## config.mk

```make
export PLATFORM = sky130hd
export DESIGN_NAME = rambus_arbiter
export DESIGN_NICKNAME = d
export VERILOG_FILES = /design/src/rtl/rambus_arbiter.sv
export SDC_FILE = /design/constraint.sdc
export NUM_CORES = 1
export LEC_CHECK = 0
export ABC_AREA = 1
export CAP_MARGIN = 25
export CORE_AREA = 5 5 123 125
export CTS_BUF_LIST = sky130_fd_sc_hd__clkbuf_2
export DETAILED_ROUTE_END_ITERATION = 10
export DIE_AREA = 0 0 128 130
export PLACE_DENSITY = 0.72
export SLEW_MARGIN = 20
export SYNTH_ARGS = -nofsm -noshare
export SYNTH_HDL_FRONTEND = slang
export SYNTH_SLANG_ARGS = --single-unit
```

## constraint.sdc

```tcl
create_clock -name wb_clk_i -period 1.7 [get_ports wb_clk_i]
set_clock_uncertainty 0.2 [all_clocks]
set_input_delay 0.34 -clock wb_clk_i [delete_from_list [all_inputs] [get_ports wb_clk_i]]
set_output_delay 0.34 -clock wb_clk_i [all_outputs]
set_load 0.01 [all_outputs]
```

## src/rtl/rambus_arbiter.sv

```systemverilog
// Round-robin Wishbone arbiter sharing the single rambus port among NUM_MASTERS requesters.
// A grant is held for the whole cyc; a stall watchdog errors out the granted master and frees the port.
module rambus_arbiter #(
  parameter int unsigned NUM_MASTERS    = 4,
  parameter int unsigned ADDR_WIDTH     = 10,
  parameter int unsigned TIMEOUT_CYCLES = 255
) (
  input  logic                              wb_clk_i,
  input  logic                              wb_rst_n_i,
  input  logic [NUM_MASTERS-1:0]            m_cyc_i,
  input  logic [NUM_MASTERS-1:0]            m_stb_i,
  input  logic [NUM_MASTERS-1:0]            m_we_i,
  input  logic [4*NUM_MASTERS-1:0]          m_sel_i,
  input  logic [32*NUM_MASTERS-1:0]         m_dat_i,
  input  logic [ADDR_WIDTH*NUM_MASTERS-1:0] m_adr_i,
  output logic [NUM_MASTERS-1:0]            m_ack_o,
  output logic [NUM_MASTERS-1:0]            m_err_o,
  output logic [31:0]                       m_dat_o,
  output logic                              s_cyc_o,
  output logic                              s_stb_o,
  output logic                              s_we_o,
  output logic [3:0]                        s_sel_o,
  output logic [31:0]                       s_dat_o,
  output logic [ADDR_WIDTH-1:0]             s_adr_o,
  input  logic                              s_ack_i,
  input  logic [31:0]                       s_dat_i,
  output logic [NUM_MASTERS-1:0]            grant_o
);

  localparam int unsigned PTR_W   = (NUM_MASTERS > 1) ? $clog2(NUM_MASTERS) : 1;
  localparam int unsigned WD_NEED = $clog2(TIMEOUT_CYCLES + 1);
  localparam int unsigned WD_W    = (WD_NEED > 8) ? WD_NEED : 8;

  localparam logic [WD_W-1:0]  WD_MAX  = '1;
  localparam logic [WD_W-1:0]  WD_LAST = WD_W'((TIMEOUT_CYCLES == 0) ? 0 : TIMEOUT_CYCLES - 1);
  localparam logic             WD_EN   = (TIMEOUT_CYCLES != 0);
  localparam logic [PTR_W-1:0] PTR_RST = PTR_W'(NUM_MASTERS - 1);

  typedef enum logic [1:0] {
    ST_IDLE = 2'd0,
    ST_BUSY = 2'd1,
    ST_HOLD = 2'd2
  } state_e;

  state_e                 state_q, state_d;
  logic [NUM_MASTERS-1:0] grant_q, grant_d;
  logic [PTR_W-1:0]       ptr_q, ptr_d;
  logic [WD_W-1:0]        wd_q, wd_d;
  logic [NUM_MASTERS-1:0] err_q, err_d;

  logic                   g_cyc, g_stb, g_we;
  logic [3:0]             g_sel;
  logic [31:0]            g_dat;
  logic [ADDR_WIDTH-1:0]  g_adr;
  logic                   stall, timeout, found;

  // One-hot mux of the granted master's bus signals
  always_comb begin
    g_cyc = 1'b0;
    g_stb = 1'b0;
    g_we  = 1'b0;
    g_sel = '0;
    g_dat = '0;
    g_adr = '0;
    for (int k = 0; k < NUM_MASTERS; k++) begin
      if (grant_q[k]) begin
        g_cyc = m_cyc_i[k];
        g_stb = m_stb_i[k];
        g_we  = m_we_i[k];
        g_sel = m_sel_i[4*k +: 4];
        g_dat = m_dat_i[32*k +: 32];
        g_adr = m_adr_i[ADDR_WIDTH*k +: ADDR_WIDTH];
      end
    end
  end

  // Slave side is live only in BUSY, so a dropped cyc reaches the slave in the same cycle
  always_comb begin
    s_cyc_o = 1'b0;
    s_stb_o = 1'b0;
    s_we_o  = 1'b0;
    s_sel_o = '0;
    s_dat_o = '0;
    s_adr_o = '0;
    m_ack_o = '0;
    if (state_q == ST_BUSY) begin
      s_cyc_o = g_cyc;
      s_stb_o = g_cyc & g_stb;
      s_we_o  = g_we;
      s_sel_o = g_sel;
      s_dat_o = g_dat;
      s_adr_o = g_adr;
      m_ack_o = grant_q & {NUM_MASTERS{s_ack_i}};
    end
  end

  assign m_dat_o = s_dat_i;
  assign grant_o = grant_q;
  assign m_err_o = err_q;

  assign stall   = s_stb_o & ~s_ack_i;
  assign timeout = WD_EN & stall & (wd_q == WD_LAST);

  always_comb begin
    state_d = state_q;
    grant_d = grant_q;
    ptr_d   = ptr_q;
    wd_d    = '0;
    err_d   = '0;
    found   = 1'b0;
    case (state_q)
      ST_IDLE: begin
        if (|m_cyc_i) begin
          // Search above the last grant first, then wrap to the bottom
          for (int k = 0; k < NUM_MASTERS; k++) begin
            if (!found && m_cyc_i[k] && (k > int'(ptr_q))) begin
              found      = 1'b1;
              grant_d    = '0;
              grant_d[k] = 1'b1;
              ptr_d      = PTR_W'(k);
            end
          end
          for (int k = 0; k < NUM_MASTERS; k++) begin
            if (!found && m_cyc_i[k] && (k <= int'(ptr_q))) begin
              found      = 1'b1;
              grant_d    = '0;
              grant_d[k] = 1'b1;
              ptr_d      = PTR_W'(k);
            end
          end
          state_d = ST_BUSY;
        end
      end
      ST_BUSY: begin
        if (!g_cyc) begin
          state_d = ST_IDLE;
          grant_d = '0;
        end else if (timeout) begin
          state_d = ST_HOLD;
          err_d   = grant_q;
        end else if (stall) begin
          wd_d = (wd_q == WD_MAX) ? wd_q : wd_q + WD_W'(1);
        end
      end
      ST_HOLD: begin
        if (!g_cyc) begin
          state_d = ST_IDLE;
          grant_d = '0;
        end
      end
      default: begin
        state_d = ST_IDLE;
        grant_d = '0;
      end
    endcase
  end

  always_ff @(posedge wb_clk_i or negedge wb_rst_n_i) begin
    if (!wb_rst_n_i) begin
      state_q <= ST_IDLE;
      grant_q <= '0;
      ptr_q   <= PTR_RST;
      wd_q    <= '0;
      err_q   <= '0;
    end else begin
      state_q <= state_d;
      grant_q <= grant_d;
      ptr_q   <= ptr_d;
      wd_q    <= wd_d;
      err_q   <= err_d;
    end
  end

endmodule
```

==> impl_summary.log <==
[metrics] number of buffers on the longest clock path: 2
[metrics] final hold violation count: 0
[metrics] number of warnings reported in the yosys synthesis log: 0
[metrics] sequential standard cell area: 507 µm²
[metrics] Setup CP Type: register to output pin
[metrics] Die Y: ~130 µm
[metrics] reg-to-reg setup timing slack: -530 ps
[metrics] Post-Syn Area: 3000 µm²
[metrics] CTS tree: done
[metrics] worst r2r dst: wd_q[0]
[metrics] Tcrit/Tclk final: 1.40
[metrics] Util after Layout: 0.487
[metrics] layer carrying the most global-route usage: met2
[metrics] run status: finished with violations
[metrics] area enclosed by the die boundary: 16600 µm²
[metrics] clock insertion delay at the later pin of the skew report: approximately 340 ps
[metrics] r2r worst-path depth: 14
[metrics] Worst Path Max Fanout: 7
[metrics] met1 usage: 0.243
[metrics] remaining global-route overflow: 0
[metrics] ranking of synthesized cells by area: sky130_fd_sc_hd__o21ai_0 (25%), sky130_fd_sc_hd__a21oi_1 (17%), sky130_fd_sc_hd__dfrtp_1 (15%), sky130_fd_sc_hd__buf_4 (8.0%), sky130_fd_sc_hd__nor2_1 (8.0%)
[metrics] via total after detailed routing: approximately 4700
[metrics] number of nets in the layout: between 1000 and 1500
[metrics] data required time of the worst path: approximately 1200 ps
[metrics] type of the most critical hold path: input pin to asynchronous set/reset pin
[metrics] Final Wtd Congestion: roughly 0.9
[metrics] measured slew at the worst slew-check pin: 285 ps
[metrics] fraction of layout instances using a drive strength above 1: 0.310
[metrics] leakage power figure: about 2.8 nW
[metrics] Mapped Nets: about 760
[metrics] Worst Setup End Kind: output pin
[metrics] Port Buffers: roughly 260
[metrics] number of nets still failing antenna checks after routing: 0
[metrics] die span in x: between 100 and 150 µm
[metrics] final setup violation count: 74
[metrics] number of placed cells counting well taps: roughly 960
[metrics] wire length of the first global-routing pass: between 20000 and 30000 µm
[metrics] leading cell type in the layout, fill and taps excluded: sky130_fd_sc_hd__clkdlybuf4s50_1
[metrics] area taken by multi-input logic gates: roughly 2400 µm²
[metrics] number of antenna violations at the first check in global routing: 0
[metrics] most used cells in the layout excluding fill and tap cells: sky130_fd_sc_hd__clkdlybuf4s50_1 (198), sky130_fd_sc_hd__o21ai_1 (100), sky130_fd_sc_hd__nor2_1 (57)
[metrics] pin count of the biggest net entering global routing: 35
[metrics] Ports: around 320
[metrics] startpoint of the lowest-slack register-to-register path: grant_o[0]
[metrics] unrepaired setup endpoints after global routing: true
[metrics] Yosys top cell by area: sky130_fd_sc_hd__o21ai_0
[metrics] Avg Vias per Cell: approximately 4.8
[metrics] number of DRC violations after detailed-routing iteration 0: 227
[metrics] Cells after Synth: 519
[metrics] GR Layer Usage met2: 0.333
[metrics] Highest Clock Rate: about 420 MHz
[metrics] combined global-route utilization of all metal layers: 0.189
[metrics] Mean Syn Cell Area: between 5 and 6 µm²
[metrics] routed wirelength normalized by instance count: around 18 µm
[metrics] nature of the critical path startpoint: register
[metrics] proportion of netlist area held by the largest area contributor: 0.248
[metrics] Clock Pin Slew Worst Setup and Hold Paths: between 200 and 250 ps
[metrics] number of standard-cell rows in the floorplan: 43
[metrics] number of global-route vias before repair: ~4600
[metrics] total CTS buffers: 3
[metrics] Period minus WS final: 2390 ps
[metrics] final HPWL from detailed placement: between 10000 and 15000 µm
[metrics] core region area: 13800 µm²
[metrics] DRC violation count after routing: 0
[metrics] CTS H-tree depth: 1
[metrics] number of max-slew violations in the final report: 0
[metrics] IR drop worst, VDD: approximately 0.67 mV
[metrics] violated checks: negative setup slack
[metrics] global routing usage on met3: 0.0397
[metrics] maximum capacitance violations: 0
[metrics] final wirelength: 17500 µm
[metrics] clock root buffer: sky130_fd_sc_hd__clkbuf_2
[metrics] smallest setup slack after layout: -685 ps
[metrics] Initial Utilization: 0.218
[metrics] sequential share of the synthesized area: 0.168
[metrics] worst max-slew margin expressed relative to the limit: 0.808
[metrics] post-synthesis sequential element count: 20
[metrics] Netlist cell types: 30
[metrics] fillers: between 1000 and 1500
[metrics] Worst Path Arrival: 1850 ps
[metrics] count of placed standard cells in the final layout, fillers left out: 980
[metrics] synthesis-to-layout area growth: 123%
[metrics] TritonCTS sink count: 20
[metrics] antenna diode count: 0
[metrics] total power divided by cell area: around 1500 nW/µm²
[metrics] first-pass detailed-route iteration total: 4
## critical path, cell delays in order, from the launching register on
cell,delay [ps]
sky130_fd_sc_hd__dfrtp_2,460
sky130_fd_sc_hd__buf_6,140
sky130_fd_sc_hd__buf_12,140
sky130_fd_sc_hd__buf_8,140
sky130_fd_sc_hd__a21oi_2,40
sky130_fd_sc_hd__o21ai_1,110
sky130_fd_sc_hd__o21ai_1,110
sky130_fd_sc_hd__a21oi_2,190
sky130_fd_sc_hd__buf_2,160
## how the worst max path moves through the flow
stage	depth (start not counted)	endpoint	slack, ps	start
finish	8	s_we_o	-690	grant_o[1]
global route	8	s_we_o	-790	grant_o[1]
CTS	9	s_cyc_o	-660	grant_o[1]
detailed placement	6	s_dat_o[31]	-960	m_dat_i[31]
global placement	6	s_dat_o[31]	-1030	m_dat_i[31]
floorplan	6	s_dat_o[10]	-50	grant_o[1]
## layout make-up
type | count | share of cell area
timing repair buffer | 350 | 0.516
multi-input combinational | 399 | 0.351
inverter | 27 | 0.0174
tap | 180 | 0.0336
clock buffer | 3 | 0.00224
sequential | 20 | 0.0756
clock inverter | 1 | 0.00448
## metrics by stage
stage / hold WS (ps) / TNS, ps / worst slack, ps / area (µm²) / power, mW
after floorplan: -156 / -658 / -48.3 / 3210 / 4.80
after global placement: 284 / -42080 / -1030 / 6180 / 8.64
after detailed placement: 285 / -42290 / -956 / 6180 / 8.67
after CTS: 88.1 / -38430 / -660 / 6400 / 9.60
after global routing: 65.6 / -45920 / -787 / 6700 / 11.1
final: 91.2 / -37170 / -685 / 6700 / 10.3
## power breakdown
| part | switching [mW] | total [mW] | internal, mW | leakage (nW) |
|---|---|---|---|---|
| sequential | 0.100 | 0.692 | 0.592 | 0.263 |
| clock | 0.170 | 0.373 | 0.203 | 0.0266 |
| combinational | 4.81 | 9.22 | 4.41 | 2.54 |
## cells in the mapped netlist (all sizes together)
cell type / number
o21ai: 150
a21oi: 100
nor2: 64
buf: 38
nand2: 37
clkbuf: 35
inv: 27
dfrtp: 18
nand3: 14
nor3: 7
ha: 5
nand4: 5
xor2: 4
nand3b: 3
dfstp: 2
o21bai: 2
o31ai: 2
or2: 2
a21o: 1
a31oi: 1
o21a: 1
xnor2: 1
## sequential cells by signal (all words and copies together), names as in the netlist
register  flops
state_q       2
grant_o       4
wd_q          8
m_err_o       4
ptr_q         2
## metal layers
layer,up-vias,wire (µm)
met2,195,8590
met4,0,201
met3,12,1270
met1,2147,7460
li1,2333,-
met5,-,0
## kinds of logic (layout without fill, tap and decap cells)
family          count (synthesis)  after routing  share of synthesized area
compound gates                257            257                      0.434
simple gates                  132            132                      0.197
buf+inv                       100            381                      0.166
flops                          20             20                      0.168
fa+ha+maj                       5              5                     0.0208
xor+xnor                        5              5                     0.0146
## timing repair
item,CTS,global route
resized for setup,364,60
endpoints found under the setup margin,79,75
hold endpoints to repair,0,0
hold buffers,0,0
buffers inserted,7,8
gates cloned,4,2
pin swaps,28,28
No activity file was read; power rests on OpenSTA's default activity.
